<file path="src/rtl/hazard_forward_ctrl.sv">
// Hazard detection and operand-forwarding control for a 5-stage pipeline.
// Define HAZARD_MULDIV_EN for multi-cycle mul/div EXE occupancy; otherwise MULDIV behaves as ALU.
module hazard_forward_ctrl #(
   parameter int REG_AW = 5,
   parameter int MD_LAT = 4,
   parameter int CNT_W  = 32
) (
   input  logic              clk,
   input  logic              rst,
   input  logic              Branch_ID,
   input  logic              rs1use_ID,
   input  logic              rs2use_ID,
   input  logic [2:0]        hazard_optype_ID,
   input  logic [REG_AW-1:0] rs1_ID,
   input  logic [REG_AW-1:0] rs2_ID,
   input  logic [REG_AW-1:0] rs2_EXE,
   input  logic [REG_AW-1:0] rd_EXE,
   input  logic [REG_AW-1:0] rd_MEM,
   output logic              PC_EN_IF,
   output logic              reg_FD_EN,
   output logic              reg_FD_stall,
   output logic              reg_FD_flush,
   output logic              reg_DE_EN,
   output logic              reg_DE_flush,
   output logic              reg_EM_EN,
   output logic              reg_EM_flush,
   output logic              reg_MW_EN,
   output logic [1:0]        forward_ctrl_A,
   output logic [1:0]        forward_ctrl_B,
   output logic              forward_ctrl_ls,
   output logic              md_busy,
   output logic [CNT_W-1:0]  stall_cycles
);

   localparam logic [2:0]       OP_NONE   = 3'd0;
   localparam logic [2:0]       OP_ALU    = 3'd1;
   localparam logic [2:0]       OP_LOAD   = 3'd2;
   localparam logic [2:0]       OP_STORE  = 3'd3;
   localparam logic [2:0]       OP_MULDIV = 3'd4;
   localparam logic [CNT_W-1:0] CNT_ONE   = {{(CNT_W-1){1'b0}}, 1'b1};
   localparam logic [3:0]       MD_INIT   = 4'(MD_LAT - 1);

   logic [2:0]       opt_exe_q, opt_exe_d;
   logic [2:0]       opt_mem_q, opt_mem_d;
   logic [2:0]       id_op;
   logic [CNT_W-1:0] stall_cycles_q, stall_cycles_d;
   logic             ex_hit_a, ex_hit_b, mem_hit_a, mem_hit_b;
   logic             load_stall;
   logic             busy;

   // Reserved optype codes collapse to NONE; without the mul/div unit MULDIV is an ALU op.
   always_comb begin
      id_op = hazard_optype_ID;
      if (hazard_optype_ID > OP_MULDIV) begin
         id_op = OP_NONE;
      end
`ifndef HAZARD_MULDIV_EN
      else if (hazard_optype_ID == OP_MULDIV) begin
         id_op = OP_ALU;
      end
`endif
   end

   always_comb begin
      ex_hit_a  = rs1use_ID && (rs1_ID == rd_EXE) && (rd_EXE != '0);
      ex_hit_b  = rs2use_ID && (rs2_ID == rd_EXE) && (rd_EXE != '0);
      mem_hit_a = rs1use_ID && (rs1_ID == rd_MEM) && (rd_MEM != '0);
      mem_hit_b = rs2use_ID && (rs2_ID == rd_MEM) && (rd_MEM != '0);
   end

   function automatic logic [1:0] fwd_code(input logic ex_hit, input logic mem_hit,
                                           input logic [2:0] op_exe, input logic [2:0] op_mem);
      logic [1:0] code;
      code = 2'd0;
      if (ex_hit && (op_exe == OP_ALU)) begin
         code = 2'd1;
      end else if (mem_hit && ((op_mem == OP_ALU) || (op_mem == OP_MULDIV))) begin
         code = 2'd2;
      end else if (mem_hit && (op_mem == OP_LOAD)) begin
         code = 2'd3;
      end
      return code;
   endfunction

   always_comb begin
      forward_ctrl_A  = fwd_code(ex_hit_a, mem_hit_a, opt_exe_q, opt_mem_q);
      forward_ctrl_B  = fwd_code(ex_hit_b, mem_hit_b, opt_exe_q, opt_mem_q);
      forward_ctrl_ls = (rs2_EXE == rd_MEM) && (rd_MEM != '0) &&
                        (opt_exe_q == OP_STORE) && (opt_mem_q == OP_LOAD);
      // A store can take its data from the load in MEM, so it never waits on a load.
      load_stall      = (ex_hit_a || ex_hit_b) &&
                        (((opt_exe_q == OP_LOAD) && (hazard_optype_ID != OP_STORE)) ||
                         (opt_exe_q == OP_MULDIV));
   end

   always_comb begin
      PC_EN_IF     = 1'b1;
      reg_FD_EN    = 1'b1;
      reg_FD_stall = 1'b0;
      reg_FD_flush = Branch_ID;
      reg_DE_EN    = 1'b1;
      reg_DE_flush = 1'b0;
      reg_EM_EN    = 1'b1;
      reg_EM_flush = 1'b0;
      reg_MW_EN    = 1'b1;
      if (busy) begin
         PC_EN_IF     = 1'b0;
         reg_FD_EN    = 1'b0;
         reg_FD_flush = 1'b0;
         reg_DE_EN    = 1'b0;
         reg_EM_flush = 1'b1;
      end else if (load_stall) begin
         PC_EN_IF     = 1'b0;
         reg_FD_stall = 1'b1;
         reg_FD_flush = 1'b0;
         reg_DE_flush = 1'b1;
      end
   end

   // An op occupying EXE holds there and sends bubbles into MEM.
   always_comb begin
      opt_exe_d = opt_exe_q;
      opt_mem_d = OP_NONE;
      if (!busy) begin
         opt_mem_d = opt_exe_q;
         opt_exe_d = reg_DE_flush ? OP_NONE : id_op;
      end
   end

   always_comb begin
      stall_cycles_d = stall_cycles_q;
      if (!PC_EN_IF && (stall_cycles_q != '1)) begin
         stall_cycles_d = stall_cycles_q + CNT_ONE;
      end
   end

   always_ff @(posedge clk) begin
      if (rst) begin
         opt_exe_q      <= OP_NONE;
         opt_mem_q      <= OP_NONE;
         stall_cycles_q <= '0;
      end else begin
         opt_exe_q      <= opt_exe_d;
         opt_mem_q      <= opt_mem_d;
         stall_cycles_q <= stall_cycles_d;
      end
   end

`ifdef HAZARD_MULDIV_EN
   logic [3:0] md_cnt_q, md_cnt_d;

   assign busy = (md_cnt_q != 4'd0);

   // Reload only when a fresh MULDIV is admitted into EXE, i.e. after the previous count drains.
   always_comb begin
      md_cnt_d = 4'd0;
      if (busy) begin
         md_cnt_d = md_cnt_q - 4'd1;
      end else if (opt_exe_d == OP_MULDIV) begin
         md_cnt_d = MD_INIT;
      end
   end

   always_ff @(posedge clk) begin
      if (rst) begin
         md_cnt_q <= 4'd0;
      end else begin
         md_cnt_q <= md_cnt_d;
      end
   end
`else
   assign busy = 1'b0;
`endif

   assign md_busy      = busy;
   assign stall_cycles = stall_cycles_q;

endmodule

</file>
<file path="config.mk">
export PLATFORM = sky130hd
export DESIGN_NAME = hazard_forward_ctrl
export DESIGN_NICKNAME = d
export VERILOG_FILES = /design/src/rtl/hazard_forward_ctrl.sv
export SDC_FILE = /design/constraint.sdc
export NUM_CORES = 1
export LEC_CHECK = 0
export CAP_MARGIN = 20
export CORE_AREA = 2 2 72 74
export CTS_CLUSTER_SIZE = 25
export DETAILED_ROUTE_END_ITERATION = 7
export DIE_AREA = 0 0 74 76
export GPL_TIMING_DRIVEN = 0
export PLACE_DENSITY = 0.84
export SLEW_MARGIN = 20
export SYNTH_ARGS = -nofsm -noshare
export SYNTH_HDL_FRONTEND = slang
export SYNTH_SLANG_ARGS = --single-unit
</file>
<file path="constraint.sdc">
create_clock -name clk -period 7.9 [get_ports clk]
set_input_delay 2.37 -clock clk [delete_from_list [all_inputs] [get_ports clk]]
set_output_delay 2.37 -clock clk [all_outputs]
set_load 0.02 [all_outputs]
</file>
# After elaboration in Yosys (flattened, before gate mapping)
# Cells that the tools add are included.
dict set report word_totals {
  inputBits 33
  elab_cells 58
  regBits 38
  out_inout_bits 47
}
dict set report classes {
  addsub 1
  muxes 10
  order_cmp 1
  n_reduce_logical 27
  n_eq_ne 15
}
# operator n
set ops {}
lappend ops {{$add A32 B1 Y32 const B} 1}
lappend ops {{$ne A32 B32 Y1 const B} 1}
lappend ops {{$eq A5 B5 Y1} 5}
lappend ops {{$logic_and A1 B1 Y1} 20}
lappend ops {{$mux W2} 6}
lappend ops {{$reduce_bool A5 Y1} 2}
lappend ops {{$eq A3 B2 Y1 const B} 3}
lappend ops {{$eq A3 B3 Y1 const B} 3}
lappend ops {{$eq A3 B1 Y1 const B} 2}
lappend ops {{$mux W1} 4}
lappend ops {{$reduce_or A4 Y1} 1}
lappend ops {{$gt A3 B3 Y1 const B} 1}
lappend ops {{$logic_or A1 B1 Y1} 3}
lappend ops {{$ne A3 B2 Y1 const B} 1}
lappend ops {{$reduce_or A3 Y1} 1}

# Longest topological paths before layout
# Gate-level depths: netlist (run 1).
dict set report logic_depth {
  ltp_word 7
  ltp_mapped 8
  ltp_nobuf 7
}

# Least setup slack after synthesis (run 1)
# OpenSTA, ideal clock, no wires.
dict set report synth_timing {
  kind {input port to output port}
  from {input rd_EXE[1]}
  to {output reg_FD_flush}
  setup_slack_ns 1.240
  n_path_buf 2
  path_stages 7
  arrival_ns 4.290
  t_required_ns 5.530
  path_cell_list {or4_1 > nor2_1 > nor4_1 > o21ai_1 > clkbuf_1 > clkbuf_1 > and2_1}
}
dict set report synth_between {
  elab_chain_len 6
}
# element line
set synth_rtl {}
lappend synth_rtl {{from (decl)} 17} ;# input logic [REG_AW-1:0] rd_EXE,
lappend synth_rtl {{$eq A5 B5 Y1 (on tied branches)} {65, 66}}
lappend synth_rtl {{$logic_and A1 B1 Y1 (on tied branches) (2 in a row)} {65, 66}}
lappend synth_rtl {{$logic_or A1 B1 Y1 (*)} 91} ;# load_stall = (ex_hit_a || ex_hit_b) &&
lappend synth_rtl {{$logic_and A1 B1 Y1 (*)} 91}
lappend synth_rtl {{$mux W1 (*)} 112} ;# end else if (load_stall) begin
lappend synth_rtl {{to (decl)} 22} ;# output logic reg_FD_flush,
# Every way passes the cells marked *; elsewhere a longest branch is shown, timed or not.

# Final worst setup path (run 1)
dict set report layout_timing {
  from {input rd_EXE[2]}
  to {output reg_FD_flush}
}
# The elaborated chain is that of the path after synthesis.

==> results.md, run 1 <==
* Status: finished, final reports clean
* Hpwl dp at 4650 µm
* Cells after Synth at 290
* Lkg Pwr at 1.09 nW
* Postcts setup bufs at 0
* Top_reg_cell synth: dfxtp_1
* CTS tree: built
* Clk pwr share at 45.5%
* Antenna violations before repair at 0
* Pint at 0.356 mW
* GRT Total Usage at 23.5%
* Crit-path leading delay family: buffers and inverters
* Worst setup path startpoint: rd_EXE[2]
* Clock Path Buffers at 2
* Tmin final at 7.70 ns
* Site row count at 26
* Yosys reg bits at 38
* Worst R2R Start: stall_cycles[3]
* Layout cells sized above 1 at 7.98%
* # port buffers at 73
* Peak Freq at 0.130 GHz
* Asr flop ratio synth at 0%
* Iter 0 DRT Violations at 123
* Final RePlAce weighted congestion at 0.851
* Clk_lat worst skew at 0.30 ns
* Post-CTS sizing at 0
* P&R area growth vs syn at 42.3%
* Global route overflow at 0
* Clk slew on worst S/H paths at 0.08 ns
* Critical path endpoint category: output port
* WHS at 0.505 ns
* Syn_area_per_cell at 8.01 µm²
* Final setup violation count at 0
* I/O pin count at 80
* Worst clock skew at 0.00811 ns
* Area of the mapped netlist at 2320 µm²
* Final wirelength at 6200 µm
* Post-synth top area cell: dfxtp_1
* Most common cell after layout, fill and taps aside: clkdlybuf4s50_1
* DR vias at 2450
* Commonest cells after routing, fill and taps aside: clkdlybuf4s50_1 (73), dfxtp_1 (38), a21oi_1 (26), o21ai_0 (25), or3_1 (21)
* Slew Viols, Final at 0
* Final Cycle Share at 97.5%
* CTS buffer count at 5
* Post-synth EDFFs at 0
* Worst hold path class: reg -> reg
* RSZ-0062 raised after global routing: true
* Sw Pwr at 0.0966 mW
* Worst path bufs/invs at 4
* Largest net degree at the start of global routing at 13
* Slew of the pin with the lowest slew margin at 0.762 ns
* Sequential fraction of the synthesis area at 32.7%
* CP max FO at 10
* Hold buffers post-CTS at 0
* Antenna diode count at 0
* CP most frequent cell: clkdlybuf4s50_1
* Die H at 76 µm
* Via density at 5.49
* Max Cap Viol at 0
* First-pass GRT wire length at 10600 µm
* Seq pwr share at 43.0%
* Routed WL per cell at 13.9 µm
* Final nets at 409
* CP Data Required Time at 5.53 ns
* Final routed DRC violation total at 0
* Hold Vio Cnt, Final at 0
* Yosys cell types at 45
* Placed inst area at 3160 µm²
* Logic pwr share at 11.5%
* Slew HR at 48.8%
* Post-route cell area at 3310 µm²
* Final Non-Filler Cells at 446
* H-tree depth at 2
* Startpoint Class: input pin
* PD cells at 137 nW/µm²
* Worst IR Drop VDD at 0.0000781 V
* Starting Density at 47.3%
* Width of the die at 74 µm
* Yosys top cell area share at 32.7%
* Number of global-route vias before repair at 2360
* Router iterations before antenna repair at 4
* Cells along the critical path: clkdlybuf4s50_1 -> or4_1 -> nor2_1 -> nor4_1 -> o21ai_1 -> clkbuf_1 -> clkbuf_2 -> and2_1 -> clkdlybuf4s50_1
* Sw frac at 21.3%
* Fin Setup TNS at 0 ns
* Clock Sinks at 38
* Critical Path Slowest Stage Cell: clkdlybuf4s50_1
* Post-DRT Antenna Nets at 0
* YS warnings at 0
* Synth area leaders: dfxtp_1 (33%), xnor2_1 (6.4%), or3_1 (5.7%), a21oi_1 (5.6%), o21ai_0 (5.4%)
* Core area at 4910 µm²
* HP Start: stall_cycles[10]
* CP peak stage delay at 0.59 ns
* Die area at 5620 µm²
* Root buffer cell: clkbuf_8
* Crit path DAT at 5.33 ns
* Dpl cells at 438
* Crit Path Class: in -> out
[worst min-delay path: stages (launching register included)]
cell and delay (ns):
dfxtp_1 0.33, o21ai_0 0.07, a21oi_1 0.06
[cells by family (layout without fill, tap and decap cells)]
| group | after synthesis | count (layout) | share of synthesized area (%) |
|---|---|---|---|
| fa+ha+maj | 1 | 1 | 0.538 |
| mux | 5 | 5 | 2.48 |
| other cells | 2 | 7 | 0.323 |
| flops | 38 | 38 | 32.7 |
| simple gates | 130 | 130 | 33.0 |
| buf+inv | 25 | 106 | 5.92 |
| xor+xnor | 27 | 27 | 10.2 |
| compound gates | 62 | 62 | 14.9 |
[cell type report]
class / instances / area, µm²
fill: 410 / 1610
multi-input combinational: 232 / 1440
sequential: 38 / 761
timing repair buffer: 73 / 731
buffer: 20 / 121
tap: 70 / 87.6
clock buffer: 6 / 82.6
clock inverter: 2 / 60.1
inverter: 5 / 18.8
[power by group through the flow]
stage | logic, mW | registers, mW | clock network, mW
3_3_place_gp | 0.0508 | 0.199 | 0
2_1_floorplan | 0.0252 | 0.199 | 0
5_1_grt | 0.0567 | 0.195 | 0.214
6_report | 0.0522 | 0.195 | 0.206
3_5_place_dp | 0.0521 | 0.199 | 0
4_1_cts | 0.0523 | 0.195 | 0.205
[sequential cells by signal, summed over array words and instances, names as in the netlist]
name	cells
stall_cycles	32
opt_mem_q	3
opt_exe_q	3
[routing by layer]
layer | share of wire (%) | vias to the layer above | GRT usage [%]
li1 | - | 1216 | -
met5 | 0 | - | 0
met2 | 51 | 69 | 40.6
met4 | 1.9 | 0 | 8.36
met1 | 42 | 1153 | 27.9
met3 | 5.4 | 12 | 4.89
[stage by stage]
| step | util, % | setup slack, ns | power [mW] |
|---|---|---|---|
| after floorplan | - | 1.24 | 0.224 |
| after global placement | 64.3 | 0.122 | 0.250 |
| after detailed placement | 64.3 | 0.0989 | 0.251 |
| after CTS | 67.2 | 0.0856 | 0.452 |
| after global routing | 67.3 | -0.0236 | 0.466 |
| final | 67.3 | 0.198 | 0.453 |
[cell usage after synthesis (2+ instances only)]
| library cell | instances |
|---|---|
| o31ai_1 | 3 |
| or3_1 | 21 |
| inv_1 | 5 |
| buf_4 | 7 |
| nand2_1 | 17 |
| nor4_1 | 5 |
| clkbuf_1 | 8 |
| dfxtp_1 | 38 |
| buf_2 | 2 |
| a21oi_1 | 26 |
| or4_1 | 8 |
| o21ai_0 | 25 |
| and2_1 | 3 |
| nand4b_1 | 2 |
| xnor2_1 | 17 |
| nor2_1 | 16 |
| xor2_1 | 10 |
| nand3_1 | 13 |
| conb_1 | 2 |
| nor3b_1 | 3 |
| nor4bb_1 | 2 |
| a21o_1 | 2 |
| nor2b_1 | 7 |
| mux2_2 | 2 |
| and3_1 | 4 |
| nand2b_1 | 3 |
| mux2i_1 | 2 |
| nor3_1 | 4 |
| nor4b_1 | 2 |
| nand4_1 | 15 |
| buf_6 | 2 |
[final timing paths]
| check | endpoint | slack (ns) | cells after the start |
|---|---|---|---|
| worst max register to register | stall_cycles[22] | 5.26 | 7 |
| worst min register to register | stall_cycles[10] | 0.51 | 2 |
| worst min-delay path | stall_cycles[10] | 0.51 | 2 |
| worst max-delay path | reg_FD_flush | 0.20 | 9 |
Power figures use the tool's default switching activity.
==> run 2: changes to the inputs <==
--- a/config.mk
+++ b/config.mk
@@ -11,7 +11,7 @@
 export DETAILED_ROUTE_END_ITERATION = 7
 export DIE_AREA = 0 0 74 76
 export GPL_TIMING_DRIVEN = 0
-export PLACE_DENSITY = 0.84
+export PLACE_DENSITY = 0.81
 export SLEW_MARGIN = 20
 export SYNTH_ARGS = -nofsm -noshare
 export SYNTH_HDL_FRONTEND = slang
==> run 2 against run 1 <==
Effect of this change: clock power decreased by 33%; global-route usage decreased by 0.72 points; critical path depth up 1; flip-flop and latch count unchanged.
==> results.md, run 2 (synthesized netlist as in run 1, its figures left out) <==
* Multi-input gate area at 1450 µm² (+0.43%)
* Design Power at 0.386 mW (-15%)
* Antenna diode count at 0 (unchanged)
* Peak Freq at 0.131 GHz (+0.65%)
* Max FFs per register at 32 (unchanged)
* Status: finished, final reports clean
* Final Cycle Share at 96.9% (-0.63 points)
* Root buffer cell: clkbuf_8
* Hold buffers post-CTS at 0 (unchanged)
* Via density at 5.46 (-0.61%)
* CTS buffer count at 5 (unchanged)
* Max Cap Viol at 0 (unchanged)
* Routed WL per cell at 13.5 µm (-2.9%)
* Final nets at 409 (unchanged)
* H-tree depth at 2 (unchanged)
* First-pass GRT wire length at 10300 µm (-2.6%)
* Largest net degree at the start of global routing at 12 (-1)
* Final routed DRC violation total at 0 (unchanged)
* I/O pin count at 80 (unchanged)
* Worst hold path class: reg -> reg
* Clock Path Buffers at 2 (unchanged)
* Capture point of the worst path: reg_FD_stall
* Crit path DAT at 5.28 ns (-0.05 ns)
* CP Data Required Time at 5.53 ns (about the same)
* Post-route cell area at 3260 µm² (-1.3%)
* Die area at 5620 µm² (unchanged)
* P&R area growth vs syn at 40.4%
* Worst IR Drop VDD at 0.0000597 V (-24%)
* Slew of the pin with the lowest slew margin at 0.714 ns (-0.0481 ns)
* Lkg Pwr at 1.07 nW (-1.9%)
* Setup ws final at 0.248 ns (+0.0494 ns)
* Number of global-route vias before repair at 2310 (-2.1%)
* Placed inst area at 3160 µm² (unchanged)
* PD cells at 118 nW/µm² (-14%)
* Final setup violation count at 0 (unchanged)
* Worst R2R Start: stall_cycles[4]
* CTS tree: built
* DR vias at 2435 (-0.61%)
* RSZ-0062 raised after global routing: false
* Dpl cells at 438 (unchanged)
* R2r endpoint: stall_cycles[0]
* Worst reg2reg path depth at 7 (unchanged)
* Router iterations before antenna repair at 4 (unchanged)
* Iter 0 DRT Violations at 126 (+2.4%)
* Die H at 76 µm (unchanged)
* Clock Sinks at 38 (unchanged)
* Final Non-Filler Cells at 446 (unchanged)
* Post-Place Worst Slack at 0.0658 ns (-0.0331 ns)
* Layout cells sized above 1 at 8.24% (+0.27 points)
* Startpoint Class: input pin
* Worst setup path startpoint: rd_EXE[4]
* Hold Vio Cnt, Final at 0 (unchanged)
* Antenna violations before repair at 0 (unchanged)
* Global route overflow at 0 (unchanged)
* CP max FO at 10 (unchanged)
* Post-DRT Antenna Nets at 0 (unchanged)
* Postcts setup bufs at 0 (unchanged)
* Fill cells at 455 (+11%)
* Core area at 4910 µm² (unchanged)
* Clk slew on worst S/H paths at 0.07 ns (about the same)
* Tmin final at 7.65 ns (-0.0494 ns)
* GRT Total Usage at 22.7% (-0.72 points)
* Final RePlAce weighted congestion at 0.838 (-1.5%)
* Critical path endpoint category: output port
* Crit Path Class: in -> out
* Slew Viols, Final at 0 (unchanged)
* FF+latch area at 761 µm² (unchanged)
* Site row count at 26 (unchanged)
* Final wirelength at 6020 µm (-2.9%)
* Most common cell after layout, fill and taps aside: clkdlybuf4s50_1
* Worst clock skew at 0.0100 ns (+0.00189 ns)
* Fin Setup TNS at 0 ns (unchanged)
* Commonest cells after routing, fill and taps aside: clkdlybuf4s50_1 (73), dfxtp_1 (38), a21oi_1 (26), o21ai_0 (25), or3_1 (21)
* Slew HR at 52.0% (+3.2 points)
* Clk_lat worst skew at 0.30 ns (about the same)
* # port buffers at 73 (unchanged)
* Width of the die at 74 µm (unchanged)
* Hpwl dp at 4680 µm (+0.68%)
* Starting Density at 47.3% (unchanged)
* Flop2flop setup slack at 5.25 ns (about the same)
[run 2: what timing repair did]
action / 4_1_cts / 5_1_grt
endpoints found under the hold margin: 0 / 0
gates resized for setup: 0 / 7
setup endpoints to repair: 0 / 4
[run 2: how the worst min path moves through the flow]
stage / start / to / slack (ns) / cells past startpoint
after global placement: stall_cycles[10] / stall_cycles[10] / 0.48 / 2
after CTS: stall_cycles[23] / stall_cycles[23] / 0.51 / 2
after floorplan: opt_exe_q[0] / opt_mem_q[0] / 0.48 / 1
after global routing: stall_cycles[23] / stall_cycles[23] / 0.54 / 2
after detailed placement: stall_cycles[23] / stall_cycles[23] / 0.49 / 2
final: stall_cycles[23] / stall_cycles[23] / 0.51 / 2
[run 2: area by class of cell]
class | count | share of cell area [%]
clock buffer | 7 | 2.65
multi-input combinational | 232 | 44.5
buffer | 20 | 3.76
tap | 70 | 2.69
sequential | 38 | 23.3
inverter | 5 | 0.575
timing repair buffer | 73 | 22.4
clock inverter | 1 | 0.153
[run 2: metrics by stage]
stage                     util, %  hold WS (ns)
after floorplan                 -         0.484
after detailed placement     64.3         0.489
after CTS                    66.2         0.505
final                        66.4         0.505
after global placement       64.3         0.485
after global routing         66.4         0.536
[run 2: worst max-delay path: stages]
cell and delay (ns):
clkdlybuf4s50_1 0.55, or4_1 0.13, nor2_1 0.05, nor4_1 0.65, o21ai_1 0.25, clkbuf_2 0.24, buf_2 0.21, inv_1 0.12
buf_4 0.12, clkdlybuf4s50_1 0.59
[run 2: where the power goes]
| group | total [mW] | internal (mW) | switching, mW |
|---|---|---|---|
| clock network | 0.139 | 0.0704 | 0.0686 |
| logic | 0.0525 | 0.0289 | 0.0237 |
| registers | 0.195 | 0.193 | 0.00176 |
| total | 0.386 | 0.292 | 0.0941 |
[run 2: metal layers]
layer / GRT usage [%] / vias to the layer above / part of all wire (%)
met2: 39.7 / 80 / 52
li1: - / 1208 / -
met5: 0 / - / 0
met3: 4.63 / 11 / 6.0
met1: 27.4 / 1136 / 41
met4: 6.73 / 0 / 1.4
